===== config.mk =====
export PLATFORM = sky130hd
export DESIGN_NAME = fifo_uart_tx
export DESIGN_NICKNAME = d
export VERILOG_FILES = /design/src/rtl/fifo_uart_tx.sv
export SDC_FILE = /design/constraint.sdc
export NUM_CORES = 1
export LEC_CHECK = 0
export ABC_AREA = 1
export CORE_UTILIZATION = 57
export DETAILED_ROUTE_END_ITERATION = 8
export PLACE_DENSITY = 0.8
export SETUP_SLACK_MARGIN = 0.02
export SLEW_MARGIN = 40
export SYNTH_ARGS = -nofsm -noshare
export SYNTH_HDL_FRONTEND = slang
export SYNTH_SLANG_ARGS = --single-unit

===== constraint.sdc =====
create_clock -name clk -period 2.3 [get_ports clk]
set_clock_uncertainty 0.1 [all_clocks]
set_input_delay 0.46 -clock clk [delete_from_list [all_inputs] [get_ports clk]]
set_output_delay 0.46 -clock clk [all_outputs]
set_load 0.02 [all_outputs]

===== src/rtl/fifo_uart_tx.sv =====
// fifo_uart_tx: drains a FIFO one word at a time and sends each word as a
// UART frame (start bit, data LSB first, stop bit(s)) on a single line.
// Bit timing is a fixed clocks-per-bit divider in the system clock domain.
module fifo_uart_tx #(
    parameter int width        = 4,
    parameter int clks_per_bit = 4,
    parameter int stop_bits    = 1
) (
    input  logic             clk,
    input  logic             rstn,
    input  logic             enable,
    input  logic             empty,
    input  logic [width-1:0] fifo_data,
    output logic             pop,
    output logic             tx,
    output logic             busy,
    output logic             frame_done
);

    localparam int BAUD_W = (clks_per_bit > 1) ? $clog2(clks_per_bit) : 1;
    localparam int BIT_W  = (width > 1) ? $clog2(width + 1) : 1;

    localparam logic [BAUD_W-1:0] BAUD_LAST = BAUD_W'(clks_per_bit - 1);
    localparam logic [BIT_W-1:0]  BIT_LAST  = BIT_W'(width - 1);
    localparam logic [BIT_W-1:0]  STOP_LAST = BIT_W'(stop_bits - 1);

    typedef enum logic [1:0] {
        S_IDLE  = 2'd0,
        S_START = 2'd1,
        S_DATA  = 2'd2,
        S_STOP  = 2'd3
    } state_t;

    state_t              r_state;
    logic [BAUD_W-1:0]   r_baud;
    logic [BIT_W-1:0]    r_bit;
    logic [width-1:0]    r_shift;
    logic                r_tx;
    logic                r_pop;
    logic                r_busy;
    logic                r_done;

    state_t              w_state;
    logic [BAUD_W-1:0]   w_baud;
    logic [BIT_W-1:0]    w_bit;
    logic [width-1:0]    w_shift;
    logic                w_tx;
    logic                w_pop;
    logic                w_busy;
    logic                w_done;
    logic                w_baud_end;

    // Next-state and next-output logic; every output is computed one cycle
    // ahead so that the registered outputs line up with the state they describe.
    always_comb begin
        w_state    = r_state;
        w_baud     = r_baud;
        w_bit      = r_bit;
        w_shift    = r_shift;
        w_tx       = r_tx;
        w_pop      = 1'b0;
        w_busy     = r_busy;
        w_done     = 1'b0;
        w_baud_end = (r_baud == BAUD_LAST);

        case (r_state)
            S_IDLE: begin
                w_tx   = 1'b1;
                w_busy = 1'b0;
                w_baud = '0;
                w_bit  = '0;
                // The head word is latched here, so later FIFO activity
                // cannot disturb the frame in flight.
                if (enable && !empty) begin
                    w_shift = fifo_data;
                    w_pop   = 1'b1;
                    w_tx    = 1'b0;
                    w_busy  = 1'b1;
                    w_state = S_START;
                end
            end

            S_START: begin
                if (w_baud_end) begin
                    w_baud  = '0;
                    w_tx    = r_shift[0];
                    w_state = S_DATA;
                end else begin
                    w_baud = r_baud + 1'b1;
                end
            end

            S_DATA: begin
                if (w_baud_end) begin
                    w_baud = '0;
                    if (r_bit == BIT_LAST) begin
                        // Bit counter is reused to count stop bits.
                        w_bit   = '0;
                        w_tx    = 1'b1;
                        w_state = S_STOP;
                    end else begin
                        w_bit   = r_bit + 1'b1;
                        w_shift = r_shift >> 1;
                        w_tx    = w_shift[0];
                    end
                end else begin
                    w_baud = r_baud + 1'b1;
                end
            end

            S_STOP: begin
                if (w_baud_end) begin
                    w_baud = '0;
                    if (r_bit == STOP_LAST) begin
                        w_bit   = '0;
                        w_tx    = 1'b1;
                        w_busy  = 1'b0;
                        w_done  = 1'b1;
                        w_state = S_IDLE;
                    end else begin
                        w_bit = r_bit + 1'b1;
                    end
                end else begin
                    w_baud = r_baud + 1'b1;
                end
            end

            default: begin
                w_tx    = 1'b1;
                w_busy  = 1'b0;
                w_baud  = '0;
                w_bit   = '0;
                w_state = S_IDLE;
            end
        endcase
    end

    // State and output registers; reset drops any frame in progress at once.
    always_ff @(posedge clk or negedge rstn) begin
        if (!rstn) begin
            r_state <= S_IDLE;
            r_baud  <= '0;
            r_bit   <= '0;
            r_shift <= '0;
            r_tx    <= 1'b1;
            r_pop   <= 1'b0;
            r_busy  <= 1'b0;
            r_done  <= 1'b0;
        end else begin
            r_state <= w_state;
            r_baud  <= w_baud;
            r_bit   <= w_bit;
            r_shift <= w_shift;
            r_tx    <= w_tx;
            r_pop   <= w_pop;
            r_busy  <= w_busy;
            r_done  <= w_done;
        end
    end

    assign pop        = r_pop;
    assign tx         = r_tx;
    assign busy       = r_busy;
    assign frame_done = r_done;

endmodule


==> impl_metrics.csv, run 1 <==
group,metric,value,unit
routing,wl_per_cell,11.8,um
synth,dominantRegCellSynth,"dfrtp_1",
floorplan,coreArea,0.00152,mm^2
timing,slew_headroom,54.9,%
setup_path,cp-start-kind,"flip-flop",
synth,syn_area,940,um^2
global_route,grt_max_degree,16,
min_path,hold_end,"r_baud[0]",
synth,synth_cells,108,
setup_path,slowest_stage,"clkdlybuf4s50_1",
setup_path,arrival,1430,ps
cts,cts_tree,"built",
timing,final-max-slew-violation-count,0,
min_path,hold_depth,1,
global_route,antenna_found_initial,0,
placed_design,place_area,0.00106,mm^2
power,pwr_density_cell,1270,mW/mm^2
power,seq_power_share,31.9,%
setup_path,path_cells,"clkdlybuf4s50_1",
floorplan,num_rows,14,
synth,ys_warn_count,0,
synth,synthTopCellsByCount,"nand2_1, dfrtp_1, inv_1",
cts,ctsRootBufferMaster,"clkbuf_4",
cells_and_area,design_area,0.00109,mm^2
routing,dr_wl_met3,40,um
synth,yosysUniqueCellTypes,24,
timing,hold_ws,348,ps
synth,synth_top_area_cell,"dfrtp_1",
cells_and_area,nets,141,
min_path,hold_path_class,"reg2reg",
routing,vias_per_cell,5.12,
routing,postRouteAntennaNets,0,
cells_and_area,stdcell_count,138,
setup_path,cp.buffers_inverters,1,
timing,layout_setup_ws,309,ps
synth,synth_enable_flop_cells,0,
synth,syn_area_per_cell,8.70,um^2
routing,highest_layer,"met4",
setup_path,critPathTopFamily,"buffers and inverters",
routing,wl_met2,756,um
setup_path,path_max_fanout,2,
timing,rsz0062_at_grt,"false",
setup_path,reg2reg_slack,490,ps
cts,post_cts_buffers,0,
global_route,grt_pass1_vias,651,
routing,wl_met1,805,um
timing,finalHoldViolCount,0,
cts,cts.path.max_buffers,2,
floorplan,die_area,0.00181,mm^2
setup_path,worstSetupPathType,"reg2out",
global_route,track_usage,20.7,%
setup_path,path_depth,1,
flow_run,drv_cap,0,
cells_and_area,n_antenna_cell,0,
placed_design,placed_cells,134,
power,combPwrFrac,56.8,%
setup_path,required,1740,ps
power,p_sw,0.636,mW
power,switching_share,46.0,%
timing,min_period_over_period,86.6,%
cts,clkTransAtPathRegs,90,ps
synth,synth_most_common_cell,"nand2_1",
timing,setup_viol,0,
cts,clkSinkCount,15,
cts,cts.htree.levels,1,
cts,cts-buffers-inserted,3,
synth,ys_ff_latch,15,
placed_design,place_ws,500,ps
synth,synthTopCellsByArea,"dfrtp_1, ha_1, nand2_1",
min_path,min_from,"r_baud[0]",
floorplan,die_h,42.6,um
floorplan,io_pins,12,
timing,worst_slew_pin_slew,675,ps
routing,drt_first_pass_iters,5,
placed_design,io_buffers,11,
floorplan,start_util,61.7,%
cts,ctsHoldBuffers,0,
cells_and_area,areaGrowthSynthToFinish,15.6,%
setup_path,r2r_end,"r_state[0]",
global_route,grt_pass1_wl,2.79,mm
synth,synth.top_cell.area_share,37.3,%
floorplan,die_w,42.6,um
synth,synthArstFlopShare,100,%
setup_path,cp-end-kind,"output port",
routing,num_vias,707,
timing,fmax,0.502,GHz
setup_path,max_stage_delay,590,ps
cells_and_area,drive_above_1_share,16.4,%
synth,ys_seq_area_share,40.1,%
routing,drc,0,
power,power.leakage,0.552,nW
outcome,status,"finished clean",
timing,fin_crit,1990,ps
cts,clock_latency,290,ps
placed_design,gp_congestion,0.908,
global_route,gr-total-overflow,0,
synth,synth_nets,126,
power,clockPowerShare,11.3,%
routing,drtIter0Drc,7,
routing,totalWireLength,1.63,mm
power,ir_worst_vdd,755,uV
power,p_int,0.747,mW
placed_design,hpwl,1.29,mm
timing,tns,0,ps
setup_path,rr_worst_depth,7,
setup_path,rr_startpoint,"r_state[0]",
cts,cts.repair.resized,0,
-- area by class of cell --
class | instances | area, um^2
clock buffer | 3 | 22.5
clock inverter | 1 | 5.00
timing repair buffer | 11 | 110
tap | 16 | 20.0
fill | 127 | 438
inverter | 18 | 72.6
multi-input combinational | 74 | 479
sequential | 15 | 377
-- flip-flops by register name, indices dropped and copies added (netlist names) --
name and cells:
r_shift 4, busy 1, pop 1, tx 1, frame_done 1, r_state 2
r_bit 3, r_baud 2
-- kinds of logic after synthesis --
group                    after synthesis  share of synthesized area (%)
multiplexers                           3                           3.20
buffers and inverters                 19                           8.92
flip-flops                            15                           40.1
AND/OR/NAND/NOR                       46                           25.3
AO/OA/AOI/OAI                         15                           9.19
adder cells (fa/ha/maj)               10                           13.3
-- through the flow --
step / power (mW) / utilization [%]
6_report: 1.38 / 71.3
5_1_grt: 1.52 / 71.3
4_1_cts: 1.39 / 71.3
3_5_place_dp: 1.23 / 69.5
3_3_place_gp: 1.21 / 69.5
2_1_floorplan: 1.06 / -
-- metal layers --
layer | GRT usage [%] | vias to the layer above
met5 | 0 | -
met2 | 32.6 | 9
met4 | 7.50 | 0
met1 | 29.2 | 322
li1 | - | 374
met3 | 2.59 | 2
-- power groups by stage --
stage                     clock network [mW]  registers, mW  logic [mW]
final                                  0.156          0.441       0.786
after global placement                     0          0.439       0.769
after CTS                              0.160          0.443       0.788
after global routing                   0.166          0.453       0.899
after detailed placement                   0          0.448       0.787
after floorplan                            0          0.453       0.611
-- cells in the final DEF (no fill, tap or decap), drive strengths merged --
cell type and n:
a21oi 1, clkbuf 3, clkdlybuf4s50 11, clkinv 1, dfrtp 14, dfstp 1
ha 10, inv 18, mux2i 3, nand2 27, nand3 9, nand4 1
nor2 6, nor3 1, o21ai 10, o21bai 2, o22ai 2, or2 2
-- worst max-delay path by stage --
stage	start	endpoint	slack (ps)
floorplan	r_state[0]	r_state[0]	870
global placement	r_state[0]	r_state[0]	570
detailed placement	r_state[0]	r_state[1]	500
CTS	tx	tx	300
global route	tx	tx	290
finish	tx	tx	310
No activity file was read; power rests on OpenSTA's default activity.
==> inputs of run 2 (changes only) <==
Settings changed: MAX_ROUTING_LAYER set to met4, REMOVE_ABC_BUFFERS set to 1.
==> impl_metrics.csv, run 2 (synthesized netlist as in run 1, its figures left out) <==
group,metric,value,unit
cts,ctsHoldBuffers,0,
setup_path,cp-end-kind,"output port",
global_route,antenna_found_initial,0,
setup_path,cp.buffers_inverters,1,
power,ir_worst_vdd,809,uV
cells_and_area,design_area,0.00109,mm^2
cts,clock_latency,280,ps
floorplan,die_w,42.6,um
placed_design,io_buffers,11,
global_route,grt_max_degree,16,
power,p_total,1.37,mW
cells_and_area,layout_commonest_cell,"nand2_1",
timing,setup_viol,0,
timing,layout_setup_ws,323,ps
cts,cts.htree.levels,1,
routing,totalWireLength,1.62,mm
floorplan,num_rows,14,
power,pwr_density_cell,1260,mW/mm^2
cells_and_area,top_regs,"r_shift: 4 flops, r_bit: 3 flops",
cells_and_area,largest_reg_flops,4,
cts,clkTransAtPathRegs,90,ps
floorplan,die_area,0.00181,mm^2
routing,vias_per_cell,5.30,
routing,drtIter0Drc,13,
setup_path,path_cells,"clkdlybuf4s50_1",
floorplan,die_h,42.6,um
cts,ctsRootBufferMaster,"clkbuf_4",
setup_path,required,1740,ps
setup_path,critPathTopFamily,"buffers and inverters",
placed_design,place_ws,485,ps
outcome,status,"finished clean",
timing,fmax,0.506,GHz
placed_design,gp_congestion,0.920,
power,power.leakage,0.552,nW
cells_and_area,areaGrowthSynthToFinish,15.6,%
setup_path,slowest_stage,"clkdlybuf4s50_1",
cts,cts.path.max_buffers,2,
timing,hold_ws,357,ps
floorplan,io_pins,12,
floorplan,coreArea,0.00152,mm^2
cells_and_area,most-common-layout-cells,"nand2_1, dfrtp_1, inv_1",
setup_path,path_max_fanout,2,
cells_and_area,n_antenna_cell,0,
cts,cts_tree,"built",
setup_path,cp-start-kind,"flip-flop",
timing,fin_crit,1980,ps
placed_design,place_area,0.00106,mm^2
timing,finalHoldViolCount,0,
placed_design,hpwl,1.31,mm
routing,num_vias,731,
timing,slew_headroom,56.1,%
floorplan,start_util,61.7,%
cts,post_cts_buffers,0,
cells_and_area,nets,141,
routing,wl_per_cell,11.7,um
setup_path,max_stage_delay,590,ps
min_path,hold_path_class,"reg2reg",
setup_path,arrival,1420,ps
flow_run,drv_cap,0,
global_route,gr-total-overflow,0,
timing,tns,0,ps
cells_and_area,drive_above_1_share,16.4,%
global_route,grt_pass1_wl,2.88,mm
global_route,grt_pass1_vias,654,
timing,worst_slew_pin_slew,657,ps
setup_path,worstSetupPathType,"reg2out",
routing,drt_first_pass_iters,4,
global_route,track_usage,21.8,%
timing,final-max-slew-violation-count,0,
cts,cts-buffers-inserted,3,
routing,drc,0,
timing,rsz0062_at_grt,"false",
timing,min_period_over_period,86.0,%
routing,postRouteAntennaNets,0,
cts,cts.repair.resized,0,
cells_and_area,top_register,"r_shift",
cts,clkSinkCount,15,
[run 2: area by class of cell]
class	count	area, um^2
inverter	18	72.6
clock inverter	1	5.00
clock buffer	3	22.5
timing repair buffer	11	110
tap	16	20.0
multi-input combinational	74	479
sequential	15	377
fill	122	438
[run 2: path summary, 6_finish.rpt]
| check | from | to | slack (ps) | cells after the start |
|---|---|---|---|---|
| max in group asynchronous | rstn | r_baud[1] | 1210 | 1 |
| max | tx | tx | 320 | 1 |
| min in group asynchronous | rstn | r_shift[0] | 470 | 1 |
| min | r_baud[0] | r_baud[0] | 360 | 1 |
| max reg2reg | r_state[0] | r_state[1] | 480 | 7 |
| min reg2reg | r_baud[0] | r_baud[0] | 360 | 1 |
[run 2: metrics by stage]
stage / instances / utilization (%)
6_report: 138 / 71.3
5_1_grt: 138 / 71.3
4_1_cts: 138 / 71.3
3_5_place_dp: 134 / 69.5
3_3_place_gp: 134 / 69.5
2_1_floorplan: 107 / -
[run 2: report_power, final]
group / switching (mW) / leakage, nW / internal, mW / total [mW]
registers: 0.0687 / 0.192 / 0.370 / 0.439
logic: 0.471 / 0.342 / 0.312 / 0.783
clock network: 0.0874 / 0.0177 / 0.0645 / 0.152
[run 2: layer usage]
layer  track usage (%)  part of all wire, %  vias up
li1                  -                    -      376
met1              30.9                   48      336
met2              31.4                   47       15
met3              2.59                  4.1        4
met4              9.38                 0.86        0
met5                 -                    0        -
[run 2: worst register-to-register path: stages, from the launching register on]
cell	delay (ps)
dfrtp_1	430
inv_1	130
ha_1	570
nand2_2	160
nand2_1	160
nor2_2	50
nand3_1	60
nand2_1	50
